**src/rtl/sha3_pad_packer.sv**
```systemverilog
// Byte-stream front end for keccak: packs bytes into rate-sized blocks, applies
// SHA-3 pad10*1 (with domain bits) and hands each block to the core.
module sha3_pad_packer #(
   parameter int D = 256,
   parameter int R = 1600 - 2 * D
) (
   input  logic         clk,
   input  logic         reset,
   input  logic [7:0]   in_data,
   input  logic         in_valid,
   input  logic         in_last,
   input  logic         in_nobyte,
   output logic         in_ready,
   output logic [R-1:0] blk_data,
   output logic         blk_valid,
   output logic         blk_last,
   input  logic         blk_ready,
   output logic [1:0]   dbg_state
);

   localparam int RB = R / 8;
   localparam int IW = $clog2(RB);
   localparam logic [IW-1:0] LAST_IDX = IW'(RB - 1);

   localparam logic [1:0] S_FILL = 2'd0;
   localparam logic [1:0] S_PAD  = 2'd1;
   localparam logic [1:0] S_OUT  = 2'd2;

   logic [1:0]    state_q, state_d;
   logic [IW-1:0] idx_q, idx_d;
   logic          pend_pad_q, pend_pad_d;
   logic          blk_last_q, blk_last_d;
   logic [R-1:0]  data_q, data_d;

   // Both ports: a beat transfers on a rising edge where valid & ready are high.
   // in_ready depends only on state; blk_data/blk_last hold while blk_valid & !blk_ready.
   assign in_ready  = (state_q == S_FILL);
   assign blk_valid = (state_q == S_OUT);
   assign blk_last  = blk_last_q;
   assign blk_data  = data_q;
   assign dbg_state = state_q;

   always_comb begin
      state_d    = state_q;
      idx_d      = idx_q;
      pend_pad_d = pend_pad_q;
      blk_last_d = blk_last_q;
      data_d     = data_q;
      case (state_q)
         S_FILL: begin
            if (in_valid) begin
               if (in_last && in_nobyte) begin
                  state_d = S_PAD;
               end else begin
                  for (int k = 0; k < RB; k++) begin
                     if (IW'(k) == idx_q) data_d[R-1-8*k -: 8] = in_data;
                  end
                  if (idx_q == LAST_IDX) begin
                     // A message ending exactly on a block boundary still owes a pad block.
                     state_d    = S_OUT;
                     blk_last_d = 1'b0;
                     pend_pad_d = in_last;
                  end else begin
                     idx_d = idx_q + IW'(1);
                     if (in_last) state_d = S_PAD;
                  end
               end
            end
         end
         S_PAD: begin
            // 0x60/0x01 are keccak's bit-reversed forms of the 0x06 domain byte and 0x80 end bit.
            for (int k = 0; k < RB; k++) begin
               if (IW'(k) >= idx_q) begin
                  data_d[R-1-8*k -: 8] = 8'h00;
                  if (IW'(k) == idx_q) data_d[R-1-8*k -: 8] = 8'h60;
                  if (k == RB - 1) data_d[R-1-8*k -: 8] = data_d[R-1-8*k -: 8] | 8'h01;
               end
            end
            state_d    = S_OUT;
            blk_last_d = 1'b1;
            pend_pad_d = 1'b0;
         end
         S_OUT: begin
            if (blk_ready) begin
               idx_d   = '0;
               state_d = pend_pad_q ? S_PAD : S_FILL;
            end
         end
         default: begin
            state_d = S_FILL;
            idx_d   = '0;
         end
      endcase
   end

   always_ff @(posedge clk or negedge reset) begin
      if (!reset) begin
         state_q    <= S_FILL;
         idx_q      <= '0;
         pend_pad_q <= 1'b0;
         blk_last_q <= 1'b0;
         data_q     <= '0;
      end else begin
         state_q    <= state_d;
         idx_q      <= idx_d;
         pend_pad_q <= pend_pad_d;
         blk_last_q <= blk_last_d;
         data_q     <= data_d;
      end
   end

endmodule

```
**config.mk**
```make
export PLATFORM = sky130hd
export DESIGN_NAME = sha3_pad_packer
export DESIGN_NICKNAME = d
export VERILOG_FILES = /design/src/rtl/sha3_pad_packer.sv
export SDC_FILE = /design/constraint.sdc
export NUM_CORES = 2
export LEC_CHECK = 0
export ABC_CLOCK_PERIOD_IN_PS = 3200
export CORE_AREA = 2 2 428 430
export DETAILED_ROUTE_END_ITERATION = 10
export DIE_AREA = 0 0 430 432
export DONT_BUFFER_PORTS = 1
export PLACE_DENSITY = 0.36
export SLEW_MARGIN = 25
export SYNTH_ARGS = -nofsm -noshare
export SYNTH_HDL_FRONTEND = slang
export SYNTH_SLANG_ARGS = --single-unit
export TNS_END_PERCENT = 20
```
**constraint.sdc**
```tcl
create_clock -name clk -period 3.2 [get_ports clk]
set_input_delay 0.64 -clock clk [delete_from_list [all_inputs] [get_ports clk]]
set_output_delay 0.64 -clock clk [all_outputs]
set_load 0.02 [all_outputs]
```
==> results.ini <==
[routing]
antenna_left=0
wl_per_cell_um=35.30
drt_iter0_drc=2228
viasPerCell=4.952
routed_wirelength_mm=231.8
drc=0
routed-via-count=32520
drt_first_pass_iters=5

[global_route]
grt_pass1_vias=33150
top_usage_layer=met2
grt_pass1_wl_mm=312.0
grt_max_degree=1101
use_met1_pct=28.57
globalRouteMet2Util_pct=41.30
gr-total-overflow=0
antenna_found_initial=2
met3_usage_pct=9.043
track_usage_pct=24.37

[logic_synthesis]
synth_simple_gate_area_share_pct=8.683
synth_xor_area_share_pct=0.1163
ys_ff_latch=1100
syn_inst=3857
synth_compound_area_share_pct=14.13
ys_async_sr_fraction_pct=100.0
synth.area.mux_share_pct=13.01
synthFlopType=dfrtp_1
synth_edf_count=0
syn_area_um2=45190
ys_warn_count=0
postSynthAreaPerCell_um2=11.72
synth_cell_types=92
syn_nets=3875
synth_adder_area_share_pct=0.1107
yosysSeqAreaShare_pct=60.91
synth_top_family_by_area=compound AO/OA/AOI/OAI gates

[timing]
hold_viol_final=141
finalCriticalPeriod_ps=3137
slew_headroom_pct=29.26
period_share_pct=98.02
fin_skew_ps=36.40
fin_ws_ps=63.29
max_freq_mhz=318.8
timing.hold.ws_ps=-477.9
rsz0062_at_grt=true
drv_slew=0
worst_pin_slew_ps=1061
setup_viol=0

[clocking]
numCtsBuffers=134
clock_latency_ps=830
cts.sinks=1100
clk_pin_slew_worst_paths_ps=70
cts_tree=done
cts-hold-fix-buffers=3
ctsHtreeMaxLevel=4
root_buffer=clkbuf_16
clockBufferDepth=3

[power_and_ir_drop]
power_leakage_nw=23.66
power_mw=68.56
power_density_nw_per_um2=1233
ir_drop_mv=0.4843

[die]
dieArea_um2=185800
core_area_um2=181700
io_pins=1107
initial_utilization_pct=24.87
die_height_um=432
die_w_um=430
fp-row-count=157

[placement]
gp_congestion=0.8981
port_buffers=0
post-place-cells=6304
place_ws_ps=20.62
dp_hpwl_mm=171.5

[critical_path]
ff2ff_path_depth=4
regToRegSetupSlack_ps=60
path_cells=buf_12, or4b_1, o31ai_4, mux2_2
r2r-start=idx_q[4]
arrival_ps=3830
endpoint_kind=register
r2r-end=blk_data[756]
critPathLaunchType=register
critical_path_class=reg -> reg
crit_required_ps=3900
critPathMaxFanout=32
max_stage_delay_ps=830
slowest_stage=or4b_1

[run_status]
violations=hold timing
status=finished, violations left

[layout]
layout_commonest_cell=dfrtp_1
final_cells=6567
nets=4086
area_growth_pct=23.05
layout_common_cells=dfrtp_1 (1093), o21ai_0 (565), mux2_2 (518)
layout-drive-gt1-share_pct=30.86
final.fill_count=18720

[run]
drv_cap=0

[worst_hold_path]
min_path_type=in -> async

how the worst max path moves through the flow:
stage / startpoint / endpoint / slack, ps / depth (start not counted)
5_1_grt: idx_q[7] / blk_data[205] / -1 / 5
4_1_cts: idx_q[4] / blk_data[473] / 30 / 6
6_report: idx_q[4] / blk_data[756] / 60 / 4
3_3_place_gp: idx_q[7] / blk_data[450] / -170 / 4
2_1_floorplan: idx_q[1] / blk_data[285] / 630 / 9
3_5_place_dp: idx_q[4] / blk_data[706] / 20 / 5
cell families (layout without fill, tap and decap cells):
family | after synthesis | count (layout)
simple gates | 844 | 844
mux | 522 | 522
xor+xnor | 6 | 6
buf+inv | 317 | 637
flops | 1100 | 1100
fa+ha+maj | 4 | 4
compound gates | 1064 | 1064
other cells | 0 | 5
cells in the mapped netlist (all sizes together), types with 4 or more instances:
| library cell | count | share of area [%] |
|---|---|---|
| a32oi | 5 | 0.097 |
| nor4b | 6 | 0.21 |
| a21oi | 182 | 2.3 |
| nor3b | 4 | 0.078 |
| and2 | 15 | 0.21 |
| o2bb2ai | 67 | 1.3 |
| or4 | 6 | 0.12 |
| ha | 4 | 0.11 |
| or3 | 6 | 0.094 |
| nor4 | 9 | 0.23 |
| nand2b | 21 | 0.29 |
| a22oi | 5 | 0.094 |
| nand3 | 33 | 0.38 |
| dfrtp | 1100 | 61 |
| nand4bb | 7 | 0.17 |
| inv | 10 | 0.083 |
| a22o | 18 | 0.35 |
| a31oi | 50 | 0.75 |
| nand2 | 499 | 4.1 |
| and3 | 16 | 0.22 |
| o21a | 9 | 0.15 |
| nand4 | 7 | 0.097 |
| nor2b | 7 | 0.097 |
| o21ai | 627 | 7.0 |
| a21o | 12 | 0.20 |
| o211ai | 10 | 0.17 |
| nand3b | 5 | 0.083 |
| or2 | 5 | 0.069 |
| a211oi | 14 | 0.26 |
| a221oi | 6 | 0.14 |
| buf | 102 | 1.3 |
| xnor2 | 6 | 0.12 |
| clkbuf | 205 | 1.7 |
| o31ai | 23 | 0.54 |
| nor2 | 140 | 1.3 |
| o32ai | 8 | 0.19 |
| or4b | 8 | 0.18 |
| nor3 | 37 | 0.47 |
| mux2 | 522 | 13 |
repair_timing:
item	CTS	global route
pin swaps	1	0
setup endpoints to repair	2	27
hold endpoints to repair	1104	114
resized for setup	0	2
buffers inserted	2	0
layout make-up:
class                      count  area [um^2]  share of cell area, %
antenna                        5        12.51                0.02250
clock buffer                 194         3920                  7.050
clock inverter                51        820.8                  1.476
inverter                      10        37.54                0.06750
multi-input combinational   2440        16730                  30.08
sequential                  1100        27540                  49.52
tap                         2385         2984                  5.367
timing repair buffer         382         3565                  6.411
state kept, by name, indices dropped and copies added (netlist names):
signal	count
blk_data	1088
blk_last	1
dbg_state	2
idx_q	8
pend_pad_q	1
through the flow:
stage	area (um^2)	TNS [ps]	util, %	hold WS [ps]
floorplan	45190	0	-	344.4
global placement	50530	-972.7	27.81	369.2
detailed placement	50570	0	27.83	368.1
CTS	55360	0	30.47	-522.4
global route	55590	-0.9552	30.60	-536.8
finish	55610	0	30.60	-477.9
routing by layer:
metal	routed length [um]	part of all wire [%]
met4	6904	3.0
met5	17	0.0073
met2	113400	49
met3	20400	8.8
met1	91060	39
critical path, delay by kind of cell (launching register included):
kind,cells,cell delay (ps)
and+or+nand+nor,1,830
AOI/OAI and AO/OA,1,820
DFF,1,690
muxes,1,410
buffers and inverters,1,240
report_power, final:
part / internal [mW] / switching [mW] / leakage [nW]
logic: 6.85 / 9.28 / 7.78
clock network: 9.64 / 6.78 / 2.31
registers: 20.3 / 15.7 / 13.6
total: 36.8 / 31.7 / 23.7
Note: power is estimated with default switching activity, not from simulation.
